## src/rtl/isa_types_pkg.sv

```systemverilog
// Shared ISA-level widths, instruction-memory timing and the fetch buffer entry type.
package isa_types;
    localparam int XLEN             = 32;
    localparam int ILEN             = 32;
    localparam int mem_read_latency = 2;
    localparam int INSTR_BYTES      = 4;

    typedef struct packed {
        logic [XLEN-1:0] pc;
        logic [ILEN-1:0] bits;
    } fetch_entry_t;
endpackage

```

## src/rtl/fetch_fifo.sv

```systemverilog
// Small synchronous FIFO of fetched {pc, bits} entries; flush empties it and overrides push/pop.
module fetch_fifo
    import isa_types::*;
#(
    parameter int DEPTH = 4,
    localparam int CW = $clog2(DEPTH + 1),
    localparam int PW = (DEPTH > 1) ? $clog2(DEPTH) : 1
) (
    input  logic         clock,
    input  logic         reset_n,
    input  logic         push,
    input  logic         pop,
    input  logic         flush,
    input  fetch_entry_t push_entry,
    output fetch_entry_t head,
    output logic [CW-1:0] count,
    output logic         empty,
    output logic         full
);
    fetch_entry_t  mem [DEPTH];
    logic [PW-1:0] rd_ptr;
    logic [PW-1:0] wr_ptr;
    logic          do_pop;

    function automatic logic [PW-1:0] next_ptr(input logic [PW-1:0] p);
        return (p == PW'(DEPTH - 1)) ? '0 : p + PW'(1);
    endfunction

    assign empty  = (count == '0);
    assign full   = (count == CW'(DEPTH));
    assign do_pop = pop && !empty;
    assign head   = mem[rd_ptr];

    always_ff @(posedge clock or negedge reset_n) begin
        if (!reset_n) begin
            rd_ptr <= '0;
            wr_ptr <= '0;
            count  <= '0;
            for (int i = 0; i < DEPTH; i++) begin
                mem[i] <= '0;
            end
        end else if (flush) begin
            rd_ptr <= '0;
            wr_ptr <= '0;
            count  <= '0;
        end else begin
            // The fetch credit scheme must never let a push land on a full buffer.
            assert (!(push && full));
            if (push) begin
                mem[wr_ptr] <= push_entry;
                wr_ptr      <= next_ptr(wr_ptr);
            end
            if (do_pop) begin
                rd_ptr <= next_ptr(rd_ptr);
            end
            case ({push, do_pop})
                2'b10:   count <= count + CW'(1);
                2'b01:   count <= count - CW'(1);
                default: count <= count;
            endcase
        end
    end
endmodule

```

## src/rtl/instr_fetch_unit.sv

```systemverilog
// Instruction fetch front end: sequential PC generation, fixed-latency read tracking,
// instruction buffering and redirect flush ahead of decode.
module instr_fetch_unit
    import isa_types::*;
#(
    parameter logic [XLEN-1:0] RESET_PC   = 32'h0000_0000,
    parameter int              FIFO_DEPTH = 4
) (
    input  logic            clock,
    input  logic            reset_n,
    output logic [XLEN-1:0] mem_addr,
    input  logic [ILEN-1:0] mem_q,
    output logic            instr_valid,
    input  logic            instr_ready,
    output logic [ILEN-1:0] instr_bits,
    output logic [XLEN-1:0] instr_pc,
    input  logic            redirect_valid,
    input  logic [XLEN-1:0] redirect_pc
);
    localparam int CW   = $clog2(FIFO_DEPTH + 1);
    localparam int LAST = mem_read_latency - 1;

    logic [XLEN-1:0]             fetch_pc;
    logic [mem_read_latency-1:0] slot_valid;
    logic [XLEN-1:0]             slot_pc [mem_read_latency];
    logic [CW-1:0]               fifo_count;
    logic                        fifo_empty;
    logic                        fifo_full;
    logic                        issue;
    logic                        capture;
    logic                        pop;
    int                          inflight_count;
    fetch_entry_t                push_entry;
    fetch_entry_t                head;

    always_comb begin
        inflight_count = 0;
        for (int k = 0; k < mem_read_latency; k++) begin
            inflight_count += int'(slot_valid[k]);
        end
    end

    // Reads in flight already own a buffer slot, so counting them prevents overflow.
    assign issue   = !redirect_valid && !fifo_full
                     && ((int'(fifo_count) + inflight_count) < FIFO_DEPTH);
    assign capture = slot_valid[LAST] && !redirect_valid;
    assign pop     = instr_valid && instr_ready && !redirect_valid;

    assign push_entry = '{pc: slot_pc[LAST], bits: mem_q};

    always_ff @(posedge clock or negedge reset_n) begin
        if (!reset_n) begin
            fetch_pc   <= RESET_PC;
            mem_addr   <= RESET_PC;
            slot_valid <= '0;
            for (int k = 0; k < mem_read_latency; k++) begin
                slot_pc[k] <= '0;
            end
        end else if (redirect_valid) begin
            fetch_pc   <= redirect_pc & ~XLEN'(INSTR_BYTES - 1);
            slot_valid <= '0;
        end else begin
            slot_valid[0] <= issue;
            if (issue) begin
                mem_addr   <= fetch_pc;
                fetch_pc   <= fetch_pc + XLEN'(INSTR_BYTES);
                slot_pc[0] <= fetch_pc;
            end
            for (int k = 1; k < mem_read_latency; k++) begin
                slot_valid[k] <= slot_valid[k-1];
                slot_pc[k]    <= slot_pc[k-1];
            end
        end
    end

    fetch_fifo #(
        .DEPTH(FIFO_DEPTH)
    ) u_fetch_fifo (
        .clock      (clock),
        .reset_n    (reset_n),
        .push       (capture),
        .pop        (pop),
        .flush      (redirect_valid),
        .push_entry (push_entry),
        .head       (head),
        .count      (fifo_count),
        .empty      (fifo_empty),
        .full       (fifo_full)
    );

    assign instr_valid = !fifo_empty;
    assign instr_pc    = head.pc;
    assign instr_bits  = head.bits;
endmodule

```

## config.mk

```make
export PLATFORM = sky130hd
export DESIGN_NAME = instr_fetch_unit
export DESIGN_NICKNAME = d
export VERILOG_FILES = /design/src/rtl/isa_types_pkg.sv /design/src/rtl/fetch_fifo.sv /design/src/rtl/instr_fetch_unit.sv
export SDC_FILE = /design/constraint.sdc
export NUM_CORES = 1
export LEC_CHECK = 0
export CAP_MARGIN = 20
export CORE_UTILIZATION = 60
export DETAILED_ROUTE_END_ITERATION = 8
export PLACE_DENSITY = 0.83
export SLEW_MARGIN = 10
export SYNTH_ARGS = -nofsm -noshare
export SYNTH_HDL_FRONTEND = slang
export SYNTH_HIERARCHICAL = 1
export SYNTH_SLANG_ARGS = --single-unit
```

## constraint.sdc

```tcl
create_clock -name clock -period 5.2 [get_ports clock]
set_input_delay 1.04 -clock clock [delete_from_list [all_inputs] [get_ports clock]]
set_output_delay 1.04 -clock clock [all_outputs]
set_load 0.005 [all_outputs]
```

==> results of run 1 <==
-- sequential cells by signal, indices dropped and copies added (netlist names) --
register and cells:
fetch_pc 30, u_fetch_fifo/mem 256, push_entry 30, slot_valid 2, u_fetch_fifo/count 3, u_fetch_fifo/wr_ptr 2, slot_pc 30, u_fetch_fifo/rd_ptr 2
-- placed cells by master, fill, tap and decap left out, types with 9 or more instances in the layout --
cell type | synthesis | final
nand4_1 | 9 | 9
o31ai_1 | 17 | 17
mux4_2 | 64 | 64
clkbuf_16 | 0 | 41
mux2_2 | 76 | 76
a31oi_1 | 18 | 18
dfrtp_1 | 355 | 353
inv_1 | 9 | 9
nor2_1 | 30 | 29
nand3_1 | 15 | 15
nand2_1 | 19 | 19
or4_1 | 15 | 15
conb_1 | 1 | 10
buf_4 | 6 | 9
o21ai_0 | 17 | 17
clkdlybuf4s50_1 | 0 | 158
mux2_4 | 240 | 240
-- metal layers --
layer,vias up,wire length [µm],global-route usage [%]
li1,4216,-,-
met2,321,16600,40.1
met4,0,650,6.52
met3,57,2370,4.12
met5,-,0,0
met1,5021,15700,36.3
-- cell type report --
| cell class | instances | area (µm²) |
|---|---|---|
| Tap cell | 378 | 473 |
| Fill cell | 1816 | 7950 |
| Clock inverter | 11 | 183 |
| Sequential cell | 355 | 8890 |
| Clock buffer | 54 | 1130 |
| Inverter | 9 | 33.8 |
| Timing Repair Buffer | 172 | 1730 |
| Multi-Input combinational cell | 625 | 7540 |
-- path summary, 6_finish.rpt --
kind                                          to  slack, ps  depth (start not counted)
setup / recovery                    instr_pc[18]       1230                          3
hold / removal                     slot_valid[1]        500                          1
setup reg to reg                     slot_pc[62]       2220                          6
hold reg to reg                    slot_valid[1]        500                          1
max in group asynchronous  u_fetch_fifo/mem[174]       3470                          2
min in group asynchronous  u_fetch_fifo/mem[199]        510                          1
-- kinds of logic (layout without fill, tap and decap cells) --
group	count (synthesis)	count (layout)
adder cells (fa/ha/maj)	8	8
AND/OR/NAND/NOR	133	133
flip-flops	355	355
XOR/XNOR	9	9
buffers and inverters	72	246
multiplexers	383	383
other	1	10
AO/OA/AOI/OAI	82	82
-- critical path, cell delays in order (launching register included) --
cell             delay (ps)
dfrtp_4                 800
buf_4                   490
mux4_2                  550
clkdlybuf4s50_1         540
-- per-stage QoR --
step | area [µm²] | util (%) | setup slack (ps)
after floorplan | 17100 | - | 2060
after global placement | 18700 | 66.8 | 1720
after detailed placement | 18700 | 66.8 | 1700
after CTS | 20000 | 71.5 | 1130
after global routing | 20000 | 71.5 | 1060
final | 20000 | 71.5 | 1230
-- power by group through the flow --
stage | combinational, mW | clock, mW | sequential (mW)
2_1_floorplan | 0.760 | 0 | 3.34
3_3_place_gp | 1.32 | 0 | 3.43
3_5_place_dp | 1.36 | 0 | 3.44
4_1_cts | 1.38 | 2.89 | 3.41
5_1_grt | 1.46 | 3.01 | 3.46
6_report | 1.36 | 2.82 | 3.42
==> summary.txt, run 1 <==
Setup path
  • CP arrival: 2930 ps
  • Reg-to-Reg Start: u_fetch_fifo/count[0]
  • Critical path class: flop to output pin
  • Worst-path maximum fanout: 28
  • Startpoint types: flop
  • Crit end category: output pin
  • Crit path launch: u_fetch_fifo/rd_ptr[0]
  • Required time of the worst setup path: 4160 ps

Cells and area
  • Area growth from synthesis to layout: 16.8%
  • # diodes: 0
  • Layout net count: 1277
  • Layout Cells excl Fill: 1604
  • Ratio of cells with drive above 1 in the final layout: 38.1%

Clocking
  • H-tree lvl count: 2
  • Clock transition at path regs: 60 ps
  • Setup Buffers After CTS: 0
  • Num Clock Sinks: 355
  • Root buffer cell: clkbuf_16
  • CTS Buffer Depth: 3
  • Resize count post-CTS: 0
  • Hold_buf cts: 0
  • CTS tree: built
  • Number of buffers created by CTS: 38
  • Later-pin clock latency in the skew report: 510 ps

Global route
  • Pin count of the biggest net entering global routing: 133
  • Number of global-route vias before repair: 10141
  • Total gr overflow: 0
  • Initial antenna violation count: 0
  • All-Layer GR Usage: 25.2%
  • First-pass GRT wire length: 57100 µm

STA
  • Slew HR: 45.0%
  • Setup TNS: 0 ps
  • RSZ-0062 raised after global routing: no
  • Final hold violation count: 0
  • Period utilization: 76.3%
  • Setup Viol. Count Final: 0
  • Post-layout min period: 3970 ps
  • Fmax: 252 MHz
  • Worst slew pin tran: 823 ps
  • Final slew viol count: 0
  • Clock skew: 16.0 ps
  • Hold slack: 498 ps

Floorplanning
  • # IOs: 165
  • CORE AREA: 27900 µm²
  • Die Area: 29200 µm²
  • Starting Density: 61.3%
  • Num rows: 61
  • Die width: 171 µm
  • Die Span Y: 171 µm

Route
  • Drt total wl: 35300 µm
  • Vias: 9615
  • DRT antenna net count: 0
  • DR WL/cell: 22.0 µm
  • Vias/cell: 5.99
  • DRC viols: 0
  • Initial DRC count: 558
  • 1st-pass router iterations: 7

Logic synthesis
  • Post-synth ARST share: 100%
  • Multiplexer area fraction after synthesis: 34.7%
  • Adder-cell area share of the yosys netlist: 0.629%
  • Most frequent cell after synthesis: dfrtp_1
  • Largest cells by area after synthesis: dfrtp_1 52%, mux2_4 21%, mux4_2 8.4%
  • Number of library cell types mapped by synthesis: 66
  • Largest family of logic cells by synthesized area: multiplexers
  • Post-synthesis xor/xnor area fraction: 0.461%
  • Simple-Gate Fraction of Synth Area: 4.80%
  • Seq cells post-synth: 355
  • Yosys top cell by area: dfrtp_1
  • Synth Area in Compound Gates: 3.29%
  • Post-synth EDFFs: 0
  • Ys flop type: dfrtp_1
  • Post-Synthesis Cells: 1043
  • Synthesized area: 17100 µm²
  • Yosys warning total: 6
  • Synth Area per Inst: 16.4 µm²
  • Most common library cells after synthesis: 355 x dfrtp_1, 240 x mux2_4, 76 x mux2_2, 64 x mux4_2, 30 x nor2_1
  • Sequential share of the synthesized area: 51.9%
  • Top cell type's share of synthesized area: 51.9%

Outcome
  • Status: complete, no violations

Power and ir drop
  • P_leak: 9.34 nW
  • Seq pwr share: 45.0%
  • Cell-internal power: 5.81 mW
  • Worst vdd ir: 0.273 mV
  • Power share of the combinational group: 17.9%
  • Sw Ratio: 23.5%
  • Clock share of power: 37.1%
  • Pwr Total: 7.60 mW
  • PD cells: 380 nW/µm²
  • P_sw: 1.79 mW

Worst hold path
  • HP Class: flop to flop
  • Hold Startpoint: slot_valid[0]

Flow run
  • Maxcap violations: 0

Placed design
  • Detail Placement HPWL: 20800 µm
  • RePlAce Congestion: 0.873
  • # placed instances: 1539
  • # port buffers: 160
Power figures use the tool's default switching activity.
==> inputs of run 2 (changes only) <==
--- a/config.mk
+++ b/config.mk
@@ -6,9 +6,9 @@
 export NUM_CORES = 1
 export LEC_CHECK = 0
 export CAP_MARGIN = 20
-export CORE_UTILIZATION = 60
+export CORE_UTILIZATION = 52
 export DETAILED_ROUTE_END_ITERATION = 8
-export PLACE_DENSITY = 0.83
+export PLACE_DENSITY = 0.76
 export SLEW_MARGIN = 10
 export SYNTH_ARGS = -nofsm -noshare
 export SYNTH_HDL_FRONTEND = slang
==> constraint.sdc (replaced) <==
create_clock -name clock -period 3.4 [get_ports clock]
set_input_delay 0.68 -clock clock [delete_from_list [all_inputs] [get_ports clock]]
set_output_delay 0.68 -clock clock [all_outputs]
set_load 0.005 [all_outputs]
==> run 2 against run 1 <==
Against the previous run:
- largest power group unchanged
- total power rose by 50%
- sequential share of layout area down 0.61 points
- combinational power rose by 54%
- final area up 1.4%
- via count grew 0.30%
- critical endpoint is now instr_pc[15]
- worst hold slack got worse by 320 ps
==> summary.txt, run 2 (same netlist as run 1, synthesis figures left out) <==
Route
  • DR WL/cell: 20.9 µm (-5.1%)
  • 1st-pass router iterations: 4 (-3)
  • Vias: 9644 (+0.30%)
  • DRC viols: 0 (unchanged)
  • Initial DRC count: 576 (+3.2%)
  • Drt total wl: 35400 µm (+0.31%)
  • Vias/cell: 5.69 (-5.1%)
  • DRT antenna net count: 0 (unchanged)

STA
  • Period utilization: 96.5%
  • Fmax: 305 MHz
  • RSZ-0062 raised after global routing: no
  • Setup Viol. Count Final: 0 (unchanged)
  • Post-layout min period: 3280 ps
  • Setup ws final: 119 ps (-1110 ps)
  • Setup TNS: 0 ps (unchanged)
  • Hold slack: 178 ps (-320 ps)
  • Worst slew pin tran: 685 ps (-138 ps)
  • Slew HR: 54.3% (+9.3 points)
  • Final slew viol count: 0 (unchanged)
  • Clock skew: 9.14 ps (-6.86 ps)
  • Final hold violation count: 0 (unchanged)

Cells and area
  • Layout net count: 1303 (+2.0%)
  • Most common cell after layout, fill and taps aside: dfrtp_1
  • Commonest cells after routing, fill and taps aside: 353 x dfrtp_1, 240 x mux2_4, 158 x clkdlybuf4s50_1, 76 x mux2_2, 64 x mux4_2
  • Ratio of cells with drive above 1 in the final layout: 39.1% (+0.98 points)
  • Design area: 20300 µm² (+1.4%)
  • Area growth from synthesis to layout: 18.5%
  • Max reg flops: 256 (unchanged)
  • Biggest register: u_fetch_fifo/mem
  • # diodes: 0 (unchanged)
  • Post-Route Utilization: 62.5% (-9.1 points)

Clocking
  • Root buffer cell: clkbuf_16
  • Resize count post-CTS: 0 (unchanged)
  • Num Clock Sinks: 355 (unchanged)
  • Setup Buffers After CTS: 0 (unchanged)
  • Later-pin clock latency in the skew report: 510 ps (about the same)
  • Number of buffers created by CTS: 40 (+5.3%)
  • Clock transition at path regs: 60 ps (about the same)
  • CTS Buffer Depth: 3 (unchanged)
  • Hold_buf cts: 0 (unchanged)
  • H-tree lvl count: 2 (unchanged)
  • CTS tree: built

Setup path
  • Startpoint types: flop
  • Crit end category: output pin
  • CP arrival: 2600 ps (-330 ps)
  • Critical path class: flop to output pin
  • Worst-path maximum fanout: 18 (-36%)
  • Ordered list of cells on the worst path: buf_4, mux4_2, clkdlybuf4s50_1
  • Max incr delay on CP: 670 ps (-130 ps)
  • Required time of the worst setup path: 2720 ps (-1440 ps)
  • CP max-delay cell: dfrtp_4

Power and ir drop
  • Seq pwr share: 45.9% (+0.9 points)
  • Cell-internal power: 8.64 mW (+49%)
  • Sw Ratio: 24.0% (+0.47 points)
  • Worst vdd ir: 0.315 mV (+15%)
  • Power share of the combinational group: 18.4% (+0.5 points)
  • P_leak: 9.46 nW (+1.2%)
  • P_sw: 2.73 mW (+53%)
  • PD cells: 561 nW/µm² (+48%)
  • Clock share of power: 35.7% (-1.4 points)

Global route
  • All-Layer GR Usage: 21.6% (-3.6 points)
  • Total gr overflow: 0 (unchanged)
  • Initial antenna violation count: 0 (unchanged)
  • First-pass GRT wire length: 57600 µm (+0.83%)
  • Pin count of the biggest net entering global routing: 91 (-32%)
  • Number of global-route vias before repair: 10229 (+0.87%)

Floorplanning
  • CORE AREA: 32500 µm² (+16%)
  • Starting Density: 52.7% (-8.5 points)
  • Die width: 183 µm (+7.3%)
  • # IOs: 165 (unchanged)
  • Num rows: 66 (+8.2%)
  • Die Span Y: 183 µm (+7.3%)
  • Die Area: 33600 µm² (+15%)

Outcome
  • Status: complete, no violations

Placed design
  • RePlAce Congestion: 0.858 (-1.7%)
  • Detail Placement HPWL: 22900 µm (+10%)
  • # port buffers: 160 (unchanged)
  • Placed instance area: 19000 µm² (+1.9%)
  • Pre-CTS WS: 544 ps (-1150 ps)

Worst hold path
  • HP Class: input port to asynchronous set/reset pin

Flow run
  • Maxcap violations: 0 (unchanged)
## run 2: cell count changes in the layout (fill, tap and decap cells not counted), sizes merged
| cell | previous run | this run |
|---|---|---|
| clkbuf | 54 | 60 |
| clkinv | 5 | 7 |
| bufinv | 5 | 1 |
| buf | 14 | 38 |
## run 2: final timing paths
| path | from | end | slack (ps) | cells after the start |
|---|---|---|---|---|
| max reg2reg | u_fetch_fifo/count[1] | u_fetch_fifo/count[1] | 610 | 8 |
| min reg2reg | u_fetch_fifo/mem[1] | u_fetch_fifo/mem[1] | 500 | 1 |
| max | u_fetch_fifo/rd_ptr[0] | instr_pc[15] | 120 | 3 |
| min in group clock | u_fetch_fifo/mem[1] | u_fetch_fifo/mem[1] | 500 | 1 |
| min | reset_n | u_fetch_fifo/mem[202] | 180 | 1 |
| max in group asynchronous | reset_n | u_fetch_fifo/mem[105] | 2320 | 2 |
## run 2: area by class of cell
| cell class | count | area, µm² |
|---|---|---|
| multi-input cells | 625 | 7540 |
| fillers | 2370 | 12200 |
| well taps | 442 | 553 |
| inverters | 9 | 33.8 |
| clock buffers | 60 | 1170 |
| repair buffers | 196 | 2010 |
| flip-flops and latches | 355 | 8890 |
| clock inverters | 9 | 72.6 |
## run 2: power groups by stage
stage	combinational, mW	sequential [mW]	clock, mW
global route	2.25	5.28	4.35
CTS	2.12	5.21	4.15
finish	2.09	5.21	4.06
detailed placement	2.11	5.27	0
floorplan	1.16	5.11	0
global placement	2.06	5.24	0
## run 2: metrics by stage
stage               power, mW  std cells
floorplan                6.27       1052
global placement         7.31       1627
detailed placement       7.38       1627
CTS                      11.5       1696
global route             11.9       1696
finish                   11.4       1696
## run 2: metal layers
metal	GRT usage (%)	part of all wire (%)	routed length [µm]
met5	0	0	0
met3	3.75	4.8	1710
met4	5.57	2.0	724
met1	31.8	47	16800
met2	33.2	46	16200
## run 2: critical path, delay by kind of cell, from the launching register on
kind | cells | cell delay, ps
buf+inv | 2 | 880
flops | 1 | 670
mux | 1 | 540
==> inputs of run 3 (changes only) <==
--- a/config.mk
+++ b/config.mk
@@ -9,7 +9,7 @@
 export CORE_UTILIZATION = 52
 export DETAILED_ROUTE_END_ITERATION = 8
 export PLACE_DENSITY = 0.76
-export SLEW_MARGIN = 10
+export SLEW_MARGIN = 0
 export SYNTH_ARGS = -nofsm -noshare
 export SYNTH_HDL_FRONTEND = slang
 export SYNTH_HIERARCHICAL = 1
==> results of run 3 <==
No change in the layout: final DEF, timing and power equal those of run 2.
